File: src/rtl/ram_burst_master.sv
// ram_burst_master: burst initiator for a single-port sync-write / async-read RAM.
// Define RAM_BURST_MASTER_CHECKSUM_EN to add o_w_checksum (XOR of the last burst's words).
module ram_burst_master #(
  parameter int unsigned p_data_width    = 8,
  parameter int unsigned p_address_width = 20,
  parameter int unsigned p_len_width     = 8
) (
  input  logic                       i_w_clk,
  input  logic                       i_w_rst_n,
  input  logic                       i_w_start,
  input  logic                       i_w_rw,
  input  logic [p_address_width-1:0] i_w_base_addr,
  input  logic [p_len_width-1:0]     i_w_len,
  output logic                       o_w_cmd_ready,
  output logic                       o_w_busy,
  output logic                       o_w_done,
  input  logic [p_data_width-1:0]    i_w_wdata,
  input  logic                       i_w_wvalid,
  output logic                       o_w_wready,
  output logic [p_data_width-1:0]    o_w_rdata,
  output logic                       o_w_rvalid,
  input  logic                       i_w_rready,
  output logic [p_address_width-1:0] o_w_ram_address,
  output logic [p_data_width-1:0]    o_w_ram_din,
  output logic                       o_w_ram_we,
  output logic                       o_w_ram_oe,
  input  logic [p_data_width-1:0]    i_w_ram_dout
`ifdef RAM_BURST_MASTER_CHECKSUM_EN
  ,
  output logic [p_data_width-1:0]    o_w_checksum
`endif
);

  localparam int unsigned AW = p_address_width;
  localparam int unsigned LW = p_len_width;

  typedef enum logic [1:0] {IDLE, WRITE, READ, DONE} state_t;

  state_t          state;
  logic [LW-1:0]   count;
  logic            accept;
  logic            capture;

  assign o_w_cmd_ready = (state == IDLE) && !o_w_rvalid;
  assign accept        = i_w_start && o_w_cmd_ready;
  // A read word is taken whenever the output register is empty or being drained.
  assign capture       = o_w_ram_oe && (!o_w_rvalid || i_w_rready);
  assign o_w_ram_we    = o_w_wready && i_w_wvalid;
  assign o_w_ram_din   = i_w_wdata;

  always_ff @(posedge i_w_clk) begin
    if (!i_w_rst_n) begin
      state           <= IDLE;
      count           <= '0;
      o_w_ram_address <= '0;
      o_w_rdata       <= '0;
      o_w_rvalid      <= 1'b0;
      o_w_busy        <= 1'b0;
      o_w_done        <= 1'b0;
      o_w_wready      <= 1'b0;
      o_w_ram_oe      <= 1'b0;
    end else begin
      if (o_w_rvalid && i_w_rready) o_w_rvalid <= 1'b0;
      case (state)
        IDLE: begin
          if (accept) begin
            o_w_ram_address <= i_w_base_addr;
            count           <= i_w_len;
            o_w_busy        <= 1'b1;
            if (i_w_len == '0) begin
              state    <= DONE;
              o_w_done <= 1'b1;
            end else if (i_w_rw) begin
              state      <= WRITE;
              o_w_wready <= 1'b1;
            end else begin
              state      <= READ;
              o_w_ram_oe <= 1'b1;
            end
          end
        end
        WRITE: begin
          if (i_w_wvalid) begin
            o_w_ram_address <= o_w_ram_address + AW'(1);
            count           <= count - LW'(1);
            if (count == LW'(1)) begin
              state      <= DONE;
              o_w_wready <= 1'b0;
              o_w_done   <= 1'b1;
            end
          end
        end
        READ: begin
          if (capture) begin
            o_w_rdata       <= i_w_ram_dout;
            o_w_rvalid      <= 1'b1;
            o_w_ram_address <= o_w_ram_address + AW'(1);
            count           <= count - LW'(1);
            if (count == LW'(1)) begin
              state      <= DONE;
              o_w_ram_oe <= 1'b0;
              o_w_done   <= 1'b1;
            end
          end
        end
        DONE: begin
          state    <= IDLE;
          o_w_busy <= 1'b0;
          o_w_done <= 1'b0;
        end
        default: begin
          state      <= IDLE;
          o_w_busy   <= 1'b0;
          o_w_done   <= 1'b0;
          o_w_wready <= 1'b0;
          o_w_ram_oe <= 1'b0;
        end
      endcase
    end
  end

`ifdef RAM_BURST_MASTER_CHECKSUM_EN
  // Running XOR of every word moved since the last accepted command.
  always_ff @(posedge i_w_clk) begin
    if (!i_w_rst_n)       o_w_checksum <= '0;
    else if (accept)      o_w_checksum <= '0;
    else if (o_w_ram_we)  o_w_checksum <= o_w_checksum ^ i_w_wdata;
    else if (capture)     o_w_checksum <= o_w_checksum ^ i_w_ram_dout;
  end
`endif

endmodule

File: config.mk
export PLATFORM = sky130hd
export DESIGN_NAME = ram_burst_master
export DESIGN_NICKNAME = d
export VERILOG_FILES = /design/src/rtl/ram_burst_master.sv
export SDC_FILE = /design/constraint.sdc
export NUM_CORES = 1
export LEC_CHECK = 0
export CORE_ASPECT_RATIO = 0.9
export CORE_MARGIN = 4
export CORE_UTILIZATION = 39
export CTS_BUF_LIST = sky130_fd_sc_hd__clkbuf_8
export DETAILED_ROUTE_END_ITERATION = 8
export DONT_BUFFER_PORTS = 1
export PLACE_DENSITY_LB_ADDON = 0.05
export SLEW_MARGIN = 20
export SYNTH_ARGS = -nofsm -noshare
export SYNTH_HDL_FRONTEND = slang
export SYNTH_SLANG_ARGS = --single-unit
File: constraint.sdc
create_clock -name i_w_clk -period 2 [get_ports i_w_clk]
set_clock_uncertainty 0.1 [all_clocks]
set_input_delay 0.4 -clock i_w_clk [delete_from_list [all_inputs] [get_ports i_w_clk]]
set_output_delay 0.4 -clock i_w_clk [all_outputs]
set_load 0.01 [all_outputs]
## Word level (Yosys, flattened, before mapping)

Index checks and enable logic that the tools add are counted.

| storage, ports and cells | value |
|---|---|
| output and inout port bits | 43 |
| register bits | 43 |

| operators by class | value |
|---|---|
| reductions and logical operators | 20 |
| add/subtract/negate cells | 2 |
| eq/ne operators | 13 |
| mux-type cells | 37 |

Operators with widths:

| cell | number |
|---|---|
| $mux W20 | 3 |
| $pmux W20 S3 | 1 |
| $mux W8 | 3 |
| $pmux W8 S3 | 1 |
| $add A20 B1 Y20 const B | 1 |
| $mux W1 | 18 |
| $ne A2 B2 Y1 const B | 8 |
| $mux W2 | 6 |
| $reduce_and A6 Y1 | 2 |
| $eq A8 B1 Y1 const B | 1 |
| $logic_not A8 Y1 | 1 |
| $pmux W2 S4 | 1 |
| $reduce_and A4 Y1 | 2 |
| $sub A8 B1 Y8 const B | 1 |
| $pmux W1 S2 | 3 |
| $reduce_bool A2 Y1 | 3 |
| $logic_and A1 B1 Y1 | 5 |
| $eq A2 B2 Y1 const B | 2 |
| $pmux W1 S4 | 1 |
| $reduce_and A2 Y1 | 2 |
| $reduce_and A3 Y1 | 1 |
| $reduce_bool A3 Y1 | 1 |
| $eq A2 B1 Y1 const B | 1 |
| $logic_not A2 Y1 | 1 |
| 3 further kinds | 3 |

## Depth between registers and ports, before layout

| depth | value |
|---|---|
| word-level depth | 5 |
| gate-level depth with buffers | 9 |

## Worst setup path after synthesis

No wires, ideal clock.

| timing path | value |
|---|---|
| kind | reg2reg |
| start point | register state[0] |
| end point | register o_w_ram_address[0] |
| stages on the path, launching flop included | 8 |
| clock period less this slack | 1.897 ns |
| arrival time | 1.678 ns |
| path buffers | 2 |
| setup time | 0.119 ns |
| slack | 0.103 ns |
| data required time | 1.781 ns |
| cell sequence | dfxtp_1 inv_1 ha_1 a21boi_1 or3_1 buf_2 buf_6 o221a_2 |

| on the way | value |
|---|---|
| longest elaborated chain between the ends | 5 |
| elaborated cells between the ends (all ways) | 11 |

Ends and longest elaborated chain:

| what | RTL line | source |
|---|---|---|
| start, declared | 39 | `state_t state;` |
| start signal, assigned | 53 | `state <= IDLE;` |
| start signal, assigned | 71 | `state <= DONE;` |
| start signal, assigned | 74 | `state <= WRITE;` |
| $logic_not A2 Y1 | 44, 64 |  |
| $logic_and A1 B1 Y1 | 44 | `assign o_w_cmd_ready = (state == IDLE) && !o_w_rvalid;` |
| $logic_and A1 B1 Y1 | 45 | `assign accept = i_w_start && o_w_cmd_ready;` |
| $ne A2 B2 Y1 (no source line) | -- |  |
| $reduce_and A4 Y1 (no source line) | -- |  |
| end signal, assigned | 67 | `o_w_ram_address <= i_w_base_addr;` |
| end signal, assigned | 84 | `o_w_ram_address <= o_w_ram_address + AW'(1);` |
| end signal, assigned | 97 | `o_w_ram_address <= o_w_ram_address + AW'(1);` |
| end, declared | 23 | `output logic [p_address_width-1:0] o_w_ram_address,` |

Several ways; a longest one is shown, not always the timed one.
A chain may end at the register's enable or synchronous reset.

## Worst setup path in the final report

| timing path | value |
|---|---|
| start point | register state[0] |
| end point | register o_w_ram_address[19] |

The elaborated chain is that of the path after synthesis.

==> results.sh <==
export IMPL_cp_arrival_ps=2040
export IMPL_io_buffers=0
export IMPL_viasPerCell=5.691
export IMPL_synth_xor_area_share_pct=0
export IMPL_p_leak_nw=1.232
export IMPL_die_area_um2=8144
export IMPL_hold_viol=0
export IMPL_slowest_stage="or3_4"
export IMPL_syn_to_final_growth_pct=16.60
export IMPL_yosys_area_share_adder_pct=3.795
export IMPL_htreeDepth=2
export IMPL_ff2ff_setup_slack_ps=70
export IMPL_tightest_slew_ps=394.0
export IMPL_die_x_um=94.69
export IMPL_path_class="flop to flop"
export IMPL_synth_area_leaders="dfxtp_1 33%, a21oi_1 6.5%, nand2_1 4.7%"
export IMPL_crit_path_start_kind="flop"
export IMPL_antenna_cells=0
export IMPL_cts_num_sinks=43
export IMPL_cp_required_ps=2100
export IMPL_p_sw_mw=1.971
export IMPL_crit_top_cell="o21a_1"
export IMPL_syn_nets=382
export IMPL_crit_chain="inv_1 > ha_1 > a21boi_1 > or3_4 > buf_12 > o21a_1 > o21a_1"
export IMPL_drc=0
export IMPL_grtUsageTotal_pct=18.48
export IMPL_netSwitchingFraction_pct=43.01
export IMPL_ys_flop_type="dfxtp_1"
export IMPL_min_path_type="primary input to flop"
export IMPL_final_cells=431
export IMPL_r2r_start="state[0]"
export IMPL_critPathMaxStageDelay_ps=400
export IMPL_antenna_left=0
export IMPL_core_area_um2=6586
export IMPL_fmax_mhz=517.2
export IMPL_p_int_mw=2.611
export IMPL_ioPinCount=93
export IMPL_nets=398
export IMPL_totalWireLength_um=7361
export IMPL_ys_ff_latch=43
export IMPL_place_inst=422
export IMPL_cap_violations=0
export IMPL_path_depth=7
export IMPL_whs_endpoint="o_w_busy"
export IMPL_netlist_instances=324
export IMPL_first_global_vias=2437
export IMPL_finalCritPeriodShare_pct=96.68
export IMPL_mostFrequentLayoutCells="41 x dfxtp_1, 34 x a21oi_1, 32 x nand2_1"
export IMPL_worst_setup_path_end_kind="flop"
export IMPL_ys_types=60
export IMPL_synthSimpleGateAreaFrac_pct=24.95
export IMPL_cts_tree="yes"
export IMPL_finalPower_mw=4.582
export IMPL_critPathBufInv=2
export IMPL_dp_slack_ps=-26.10
export IMPL_drive_above_1_share_pct=21.70
export IMPL_reg2reg_depth=7
export IMPL_clk_pin_slew_ps=80
export IMPL_async_flop_share_pct=0
export IMPL_vias=2453
export IMPL_multiInputGateArea_um2=1617
export IMPL_path_max_fanout=29
export IMPL_slew_viol_final=0
export IMPL_ctsHoldBuffers=0
export IMPL_pwr_density_cell_nw_per_um2=1490
export IMPL_place_area_um2=2913
export IMPL_timing_rr_end="o_w_ram_address[19]"
export IMPL_min_path_cells=1
export IMPL_regArea_um2=863.3
export IMPL_run_status="finished, final reports clean"
export IMPL_grt_max_degree=37
export IMPL_synth_top_family_by_area="compound AO/OA/AOI/OAI gates"
export IMPL_drtIter0Drc=116
export IMPL_first_pass_iters=4
export IMPL_start_util_pct=40.05
export IMPL_synth_compound_area_share_pct=25.95
export IMPL_synth_edff_count=0
export IMPL_period_needed_ps=1934
export IMPL_syn_area_um2=2638
export IMPL_setup_slack_ps=66.40
export IMPL_fp_dieH_um=86.02
export IMPL_pwr_share_seq_pct=32.9
export IMPL_ys_seq_area_share_pct=32.64
export IMPL_path_delay_family="compound AO/OA/AOI/OAI gates"
export IMPL_synth_warnings=0
export IMPL_synth_area_leader_cell="dfxtp_1"
export IMPL_place_detailed_hpwl_um=5305
export IMPL_overflow=0
export IMPL_yosysTopAreaCellShare_pct=32.64
export IMPL_wire_per_inst_um=17.08
export IMPL_slew_headroom_pct=73.70
export IMPL_core_rowCount=28
export IMPL_finalInstanceArea_um2=3075
export IMPL_clkPwrFrac_pct=15.8
export IMPL_final_common_cell="dfxtp_1"
export IMPL_finalSetupViolCount=0
export IMPL_fillers=687
export IMPL_antenna_found_initial=0
export IMPL_cts_made_buffers=5
export IMPL_hold_start="i_w_rst_n"
export IMPL_gp_congestion=0.8232
export IMPL_grt_pass1_wl_um=11870
export IMPL_crit_start="state[0]"
export IMPL_peakVddDrop_uv=506.2
export IMPL_cts_root_buf="clkbuf_8"
export IMPL_clockBufferDepth=2
export IMPL_synth_area_per_cell_um2=8.141
export IMPL_synth_mux_area_share_pct=5.408
export IMPL_clock_latency_ps=300
export IMPL_power_frac_comb_pct=51.2
power groups by stage:
stage          logic, mW  registers, mW  clock network, mW
6_report            2.35           1.51              0.725
5_1_grt             2.61           1.55              0.789
4_1_cts             2.32           1.50              0.752
3_5_place_dp        2.31           1.52                  0
3_3_place_gp        2.30           1.52                  0
2_1_floorplan       1.45           1.59                  0
worst max path at each step:
stage,to,slack (ps)
6_report,o_w_ram_address[19],70
5_1_grt,o_w_ram_address[19],-4
4_1_cts,o_w_ram_address[19],4
3_5_place_dp,o_w_ram_address[8],-30
3_3_place_gp,o_w_ram_address[19],50
2_1_floorplan,o_w_ram_address[0],100
stage by stage:
| stage | setup TNS (ps) | utilization (%) | hold slack (ps) |
|---|---|---|---|
| 2_1_floorplan | 0 | - | 347.3 |
| 3_3_place_gp | 0 | 44.22 | 362.2 |
| 3_5_place_dp | -73.69 | 44.22 | 374.6 |
| 4_1_cts | 0 | 46.05 | 101.9 |
| 5_1_grt | -3.895 | 46.69 | 96.40 |
| 6_report | 0 | 46.69 | 117.2 |
synth_stat cells, drive strengths merged (2+ instances only):
cell type  instances
a211oi             6
a21boi             4
a21oi             35
a31oi              2
a32o               4
and2               2
and3               3
and4               3
buf               17
clkbuf            10
dfxtp             43
ha                 8
inv               10
mux2               2
mux2i             12
nand2             33
nand2b             2
nand3             11
nand4              8
nor2              30
nor2b              3
nor3              11
nor4               6
o211ai             4
o21a               5
o21ai             19
o221a              3
o22ai              5
o2bb2ai            3
o31a               2
or3                3
or4                3
cell families (layout without fill, tap and decap cells):
| logic type | Yosys count | after routing |
|---|---|---|
| buf+inv | 38 | 55 |
| fa+ha+maj | 8 | 8 |
| simple gates | 120 | 120 |
| compound gates | 101 | 101 |
| mux | 14 | 14 |
| flops | 43 | 43 |
per-layer routing:
metal  up-vias  wire (um)  global-route usage, %
li1       1215          -                      -
met1      1134       3107                  22.17
met2        89       3408                  29.71
met3        15        682                  6.930
met4         0        163                  7.471
met5         -          0                      0
final cells by class:
class,count,area share (%)
inverters,11,1.343
clock inverters,2,1.139
repair buffers,36,10.54
well taps,90,3.662
clock buffers,6,2.685
flip-flops and latches,43,28.07
multi-input cells,243,52.56
state kept, by name, indices dropped and copies added (netlist names):
signal / flops
o_w_done: 1
o_w_rvalid: 1
o_w_rdata: 8
o_w_wready: 1
o_w_ram_address: 20
o_w_busy: 1
count: 8
state: 2
o_w_ram_oe: 1
what timing repair did:
item	4_1_cts	5_1_grt
resized for setup	1	8
endpoints found under the hold margin	0	0
setup endpoints to repair	6	23
pin swaps	0	2
buffers inserted	0	1
Note: power is estimated with default switching activity, not from simulation.
